File: src/rtl/hist_pkg.sv
// hist_pkg: shared types and constants for the histogram accumulator.
//   hist_state_e : FSM states ACCUM / READOUT / CLEAR
//   bin_w()      : bin index width for a given bin count
//   DEF_*        : default parameter values
package hist_pkg;

    typedef enum logic [1:0] {
        ACCUM   = 2'd0,
        READOUT = 2'd1,
        CLEAR   = 2'd2
    } hist_state_e;

    localparam int unsigned DEF_DATA_W   = 8;
    localparam int unsigned DEF_NUM_BINS = 16;
    localparam int unsigned DEF_CNT_W    = 8;

    function automatic int unsigned bin_w(input int unsigned num_bins);
        return $clog2(num_bins);
    endfunction

endpackage

File: src/rtl/hist_bin_bank.sv
// hist_bin_bank: per-bin counter array.
//   clk, rst        : clock, asynchronous active-high reset
//   inc_en_i/idx_i  : increment port
//   clr_en_i/idx_i  : clear port (clear wins over increment on the same bin)
//   rd_en_i/idx_i   : read request; rd_count_o is registered
//   sat_hit_o       : increment attempted on a full counter (saturating build only)
// Macro HIST_SATURATE_EN: counters saturate at all-ones instead of wrapping.
module hist_bin_bank
    import hist_pkg::*;
#(
    parameter int unsigned NUM_BINS = DEF_NUM_BINS,
    parameter int unsigned CNT_W    = DEF_CNT_W
) (
    input  logic                          clk,
    input  logic                          rst,
    input  logic                          inc_en_i,
    input  logic [bin_w(NUM_BINS)-1:0]    inc_idx_i,
    input  logic                          clr_en_i,
    input  logic [bin_w(NUM_BINS)-1:0]    clr_idx_i,
    input  logic                          rd_en_i,
    input  logic [bin_w(NUM_BINS)-1:0]    rd_idx_i,
    output logic [CNT_W-1:0]              rd_count_o,
    output logic                          sat_hit_o
);

    localparam int unsigned BIN_W = bin_w(NUM_BINS);

    logic [CNT_W-1:0] cnt_q [NUM_BINS];
    logic [CNT_W-1:0] cnt_d [NUM_BINS];
    logic [CNT_W-1:0] rd_q;
    logic             inc_go;

`ifdef HIST_SATURATE_EN
    logic full;
    assign full      = (cnt_q[inc_idx_i] == '1);
    assign inc_go    = inc_en_i && !full;
    assign sat_hit_o = inc_en_i && full;
`else
    assign inc_go    = inc_en_i;
    assign sat_hit_o = 1'b0;
`endif

    always_comb begin
        for (int unsigned i = 0; i < NUM_BINS; i++) begin
            cnt_d[i] = cnt_q[i];
            if (clr_en_i && clr_idx_i == BIN_W'(i))
                cnt_d[i] = '0;
            else if (inc_go && inc_idx_i == BIN_W'(i))
                cnt_d[i] = cnt_q[i] + 1'b1;
        end
    end

    // The read samples next-state values so a sample accepted in the same
    // cycle as the read request is already reflected in the beat.
    always_ff @(posedge clk or posedge rst) begin
        if (rst) begin
            for (int unsigned i = 0; i < NUM_BINS; i++)
                cnt_q[i] <= '0;
            rd_q <= '0;
        end else begin
            for (int unsigned i = 0; i < NUM_BINS; i++)
                cnt_q[i] <= cnt_d[i];
            if (rd_en_i)
                rd_q <= cnt_d[rd_idx_i];
        end
    end

    assign rd_count_o = rd_q;

endmodule

File: src/rtl/hist_core.sv
// hist_core: histogram accumulator with streamed readout and clear sweep.
//   clk, rst                 : clock, asynchronous active-high reset
//   in_valid/in_data/in_ready: sample stream, bin = top bin_w(NUM_BINS) bits
//   start_rd, clear          : single-cycle requests (clear wins)
//   rd_valid/rd_ready        : readout stream with rd_bin, rd_count, rd_last
//   busy                     : READOUT or CLEAR in progress
//   ovf                      : sticky saturation flag
// Macro HIST_SATURATE_EN: saturating counters and live ovf; else wrap, ovf=0.
module hist_core
    import hist_pkg::*;
#(
    parameter int unsigned DATA_W   = DEF_DATA_W,
    parameter int unsigned NUM_BINS = DEF_NUM_BINS,
    parameter int unsigned CNT_W    = DEF_CNT_W
) (
    input  logic                       clk,
    input  logic                       rst,
    input  logic                       in_valid,
    input  logic [DATA_W-1:0]          in_data,
    output logic                       in_ready,
    input  logic                       start_rd,
    input  logic                       clear,
    output logic                       rd_valid,
    input  logic                       rd_ready,
    output logic [bin_w(NUM_BINS)-1:0] rd_bin,
    output logic [CNT_W-1:0]           rd_count,
    output logic                       rd_last,
    output logic                       busy,
    output logic                       ovf
);

    localparam int unsigned     BIN_W    = bin_w(NUM_BINS);
    localparam logic [BIN_W-1:0] LAST_BIN = BIN_W'(NUM_BINS - 1);

    hist_state_e      state_q;
    logic             rd_valid_q, rd_last_q, busy_q, in_ready_q, ovf_q;
    logic [BIN_W-1:0] rd_bin_q, clr_idx_q;

    logic             inc_en, rd_en, hs, sat_hit;
    logic [BIN_W-1:0] rd_idx;

    if (BIN_W < DATA_W) begin : g_lsb
        logic unused_lsb;
        assign unused_lsb = ^in_data[DATA_W-BIN_W-1:0];
    end

    assign inc_en = in_valid && in_ready_q;
    assign hs     = rd_valid_q && rd_ready;

    // Prefetch: bin 0 on entry to READOUT, the following bin on each handshake.
    always_comb begin
        rd_en  = 1'b0;
        rd_idx = '0;
        if (state_q == ACCUM && start_rd && !clear) begin
            rd_en  = 1'b1;
            rd_idx = '0;
        end else if (state_q == READOUT && hs && !rd_last_q) begin
            rd_en  = 1'b1;
            rd_idx = rd_bin_q + 1'b1;
        end
    end

    hist_bin_bank #(
        .NUM_BINS (NUM_BINS),
        .CNT_W    (CNT_W)
    ) u_bank (
        .clk        (clk),
        .rst        (rst),
        .inc_en_i   (inc_en),
        .inc_idx_i  (in_data[DATA_W-1 -: BIN_W]),
        .clr_en_i   (state_q == CLEAR),
        .clr_idx_i  (clr_idx_q),
        .rd_en_i    (rd_en),
        .rd_idx_i   (rd_idx),
        .rd_count_o (rd_count),
        .sat_hit_o  (sat_hit)
    );

    always_ff @(posedge clk or posedge rst) begin
        if (rst) begin
            state_q    <= ACCUM;
            rd_valid_q <= 1'b0;
            rd_bin_q   <= '0;
            rd_last_q  <= 1'b0;
            busy_q     <= 1'b0;
            in_ready_q <= 1'b1;
            clr_idx_q  <= '0;
            ovf_q      <= 1'b0;
        end else begin
            case (state_q)
                ACCUM: begin
                    if (sat_hit)
                        ovf_q <= 1'b1;
                    if (clear) begin
                        state_q    <= CLEAR;
                        clr_idx_q  <= '0;
                        busy_q     <= 1'b1;
                        in_ready_q <= 1'b0;
                    end else if (start_rd) begin
                        state_q    <= READOUT;
                        rd_valid_q <= 1'b1;
                        rd_bin_q   <= '0;
                        rd_last_q  <= 1'b0;
                        busy_q     <= 1'b1;
                        in_ready_q <= 1'b0;
                    end
                end
                READOUT: begin
                    if (hs) begin
                        if (rd_last_q) begin
                            state_q    <= ACCUM;
                            rd_valid_q <= 1'b0;
                            rd_last_q  <= 1'b0;
                            busy_q     <= 1'b0;
                            in_ready_q <= 1'b1;
                        end else begin
                            rd_bin_q  <= rd_bin_q + 1'b1;
                            rd_last_q <= (rd_bin_q + 1'b1 == LAST_BIN);
                        end
                    end
                end
                CLEAR: begin
                    ovf_q     <= 1'b0;
                    clr_idx_q <= clr_idx_q + 1'b1;
                    if (clr_idx_q == LAST_BIN) begin
                        state_q    <= ACCUM;
                        busy_q     <= 1'b0;
                        in_ready_q <= 1'b1;
                    end
                end
                default: state_q <= ACCUM;
            endcase
        end
    end

    assign in_ready = in_ready_q;
    assign rd_valid = rd_valid_q;
    assign rd_bin   = rd_bin_q;
    assign rd_last  = rd_last_q;
    assign busy     = busy_q;
    assign ovf      = ovf_q;

endmodule

File: config.mk
export PLATFORM = sky130hd
export DESIGN_NAME = hist_core
export DESIGN_NICKNAME = d
export VERILOG_FILES = /design/src/rtl/hist_pkg.sv /design/src/rtl/hist_bin_bank.sv /design/src/rtl/hist_core.sv
export SDC_FILE = /design/constraint.sdc
export NUM_CORES = 1
export LEC_CHECK = 0
export ABC_AREA = 1
export BUFFER_PORTS_ARGS = -buffer_cell sky130_fd_sc_hd__buf_2
export CORE_AREA = 2 2 130 132
export DETAILED_ROUTE_END_ITERATION = 8
export DIE_AREA = 0 0 132 134
export GPL_ROUTABILITY_DRIVEN = 0
export PLACE_DENSITY = 0.89
export SKIP_CTS_REPAIR_TIMING = 1
export SYNTH_ARGS = -nofsm -noshare
export SYNTH_HDL_FRONTEND = slang
export SYNTH_SLANG_ARGS = --single-unit
File: constraint.sdc
create_clock -name clk -period 7 [get_ports clk]
set_input_delay 1.4 -clock clk [delete_from_list [all_inputs] [get_ports clk]]
set_output_delay 1.4 -clock clk [all_outputs]
set_load 0.05 [all_outputs]
==> impl_metrics.csv <==
group,metric,value,unit
run_status,status,"completed",
route,vias,10200,
global_routing,grt_use_met3,4.42,%
synth,async_flop_share,100,%
placement,io_buffer_count,25,
synth,ys_top_cells_by_count,"nand2_1 (537), nand3_1 (285), inv_1 (256)",
worst_hold_path,hp-class,"reg2reg",
synth,synth.top_cell.area_share,37.2,%
clock_network,cts_num_sinks,150,
power,p_int,0.00146,W
timing,slew_violations,0,
power,p_per_area,171,nW/µm²
clock_network,cts_made_buffers,17,
synth,ys_warn_count,0,
timing,fin_crit,3420,ps
clock_network,cts_tree,"built",
placement,place_ws,3260,ps
route,dr.pass1.iters,7,
global_routing,use_met2,48.9,%
power,leakagePower,6.42,nW
synth,synth_area_per_cell,6.50,µm²
synth,synth_area,10000,µm²
global_routing,busiest_layer,"met2",
route,route.detailed.drc,0,
flow_run,max_cap_viol_count,0,
critical_path,r2r-start,"rd_bin[0]",
synth,ys_seq_elements,150,
power,pwr-share-seq,46.5,%
route,wl_per_cell,14.8,µm
final_layout,synthToLayoutAreaGrowth,8.84,%
synth,ys_top_cells_by_area,"dfrtp_1 (37%), nand2_1 (20%), nand3_1 (14%)",
critical_path,crit_type,"reg2reg",
timing,max_freq,292,MHz
global_routing,grt_pass1_vias,9194,
synth,syn_nets,1580,
synth,yosysSeqAreaShare,37.5,%
timing,tightest_slew,1170,ps
power,power_frac_clock,51.8,%
synth,synth-edff-count,0,
die,core,16300,µm²
final_layout,layout-drive-gt1-share,6.37,%
route,vias_per_cell,5.70,
timing,hold_viol,0,
timing,timing.hold.ws,477,ps
critical_path,rr_worst_depth,10,
critical_path,crit_fanout,30,
power,p_sw,0.000404,W
final_layout,final_cell_area,10900,µm²
synth,synth_largest_area_cell,"dfrtp_1",
placement,place_area,10300,µm²
critical_path,start_kind,"flop",
route,drt_iter0_markers,1453,
final_layout,final_nets,1597,
timing,tns,0,ps
clock_network,htree_levels,4,
clock_network,clk_pin_slew,60,ps
critical_path,timing.rr.end,"u_bank.rd_count_o[7]",
global_routing,gr-usage-met1,40.1,%
die,floorplan.initialDensity,61.5,%
clock_network,clock_latency,440,ps
power,peakVddDrop,0.000172,V
global_routing,grt_start_max_net_pins,94,
global_routing,grt_pass1_wl,43.2,mm
clock_network,cts_buffer_depth,2,
global_routing,overflow,0,
global_routing,antenna_found_initial,0,
timing,finalCritPeriodShare,48.9,%
synth,synth-main-ff-cell,"dfrtp_1",
global_routing,globalRouteTotalUtil,30.4,%
synth,ys_types,33,
critical_path,r2r_setup_slack,3580,ps
die,io_pins,31,
power,switching_share,21.6,%
clock_network,root_buffer,"clkbuf_16",
die,die_x,132,µm
die,fp.dieH,134,µm
route,ant_nets,0,
power,combinationalPowerShare,1.7,%
timing,setup-violations-final,0,
placement,dp_hpwl,18.3,mm
timing,finalWorstSetupSlack,3580,ps
critical_path,cp-startpoint,"rd_bin[0]",
critical_path,cp-end-kind,"flop",
timing,slew_headroom,21.8,%
timing,rsz0062_at_grt,"false",
route,wirelength,26.6,mm
die,rows,47,
critical_path,arrival,3800,ps
critical_path,required,7370,ps
critical_path,endpoint,"u_bank.rd_count_o[7]",
die,die_area,17700,µm²
synth,yosysMostFrequentCell,"nand2_1",
final_layout,final_core_util,67.0,%
synth,synthCells,1541,
timing,fin_skew,6.51,ps
final_layout,antenna_cells,0,
-- area by class of cell --
cell class	count	area, µm²
fill	1346	5380
multi-input combinational	1098	5120
sequential	150	3750
inverter	262	988
clock buffer	17	425
tap	220	275
clock inverter	15	186
timing repair buffer	29	155
-- critical path: stages, from the launching register on --
cell	delay [ps]
dfrtp_1	700
clkinv_1	470
ha_1	450
nor2_2	50
inv_1	840
nand3_1	300
nand3_1	160
nand3_1	120
nand2_1	90
nand2_1	90
nand2_1	70
-- power groups by stage --
stage | logic [W] | clock network, W | registers [W]
after floorplan | 0.0000201 | 0 | 0.000883
after global placement | 0.0000316 | 0 | 0.000883
after detailed placement | 0.0000319 | 0 | 0.000883
after CTS | 0.0000322 | 0.000972 | 0.000867
after global routing | 0.0000361 | 0.00101 | 0.000867
final | 0.0000312 | 0.000967 | 0.000867
-- worst min path at each step --
stage | start | endpoint | slack (ps) | cells after the start
floorplan | state_q[1] | state_q[1] | 480 | 2
global placement | u_bank.rd_count_o[1] | u_bank.rd_count_o[1] | 460 | 2
CTS | u_bank.rd_count_o[2] | u_bank.rd_count_o[2] | 480 | 2
detailed placement | u_bank.rd_count_o[2] | u_bank.rd_count_o[2] | 460 | 2
finish | u_bank.rd_count_o[1] | u_bank.rd_count_o[1] | 480 | 2
global route | u_bank.rd_count_o[2] | u_bank.rd_count_o[2] | 500 | 2
-- per-stage QoR --
stage,instances,power (W)
finish,1791,0.00187
global route,1791,0.00191
CTS,1791,0.00187
detailed placement,1759,0.000915
global placement,1759,0.000914
floorplan,1541,0.000903
-- flip-flops by register name (all words and copies together) (netlist names) --
signal	cells
state_q	2
u_bank.rd_count_o	8
in_ready	1
rd_last	1
clr_idx_q	4
rd_bin	4
u_bank.cnt_q	128
rd_valid	1
busy	1
-- cell families (layout without fill, tap and decap cells) --
kind of cell,count (synthesis),after routing,synth area share (%)
compound gates,86,86,4.73
flops,150,150,37.5
fa+ha+maj,25,25,3.12
simple gates,967,967,41.4
xor+xnor,19,19,1.66
buf+inv,293,323,11.5
other cells,1,1,0.0374
-- metal layers --
layer,wire (µm),up-vias
met5,0,-
met2,12300,528
li1,-,4868
met3,2020,101
met1,11000,4718
met4,1190,0
-- cell usage in the layout, fill, tap and decap left out, types with 11 or more instances in the layout --
master and instances:
nand2_1 537, nand3_1 284, inv_1 255, dfrtp_1 149, nor2_1 82, a21oi_1 40, ha_1 25, buf_2 25
o21ai_0 23, clkbuf_16 17, xnor2_1 16, or2_2 13, nor2_2 12, nand3b_1 12, nor3_1 12, o211ai_1 11
No activity file was read; power rests on OpenSTA's default activity.
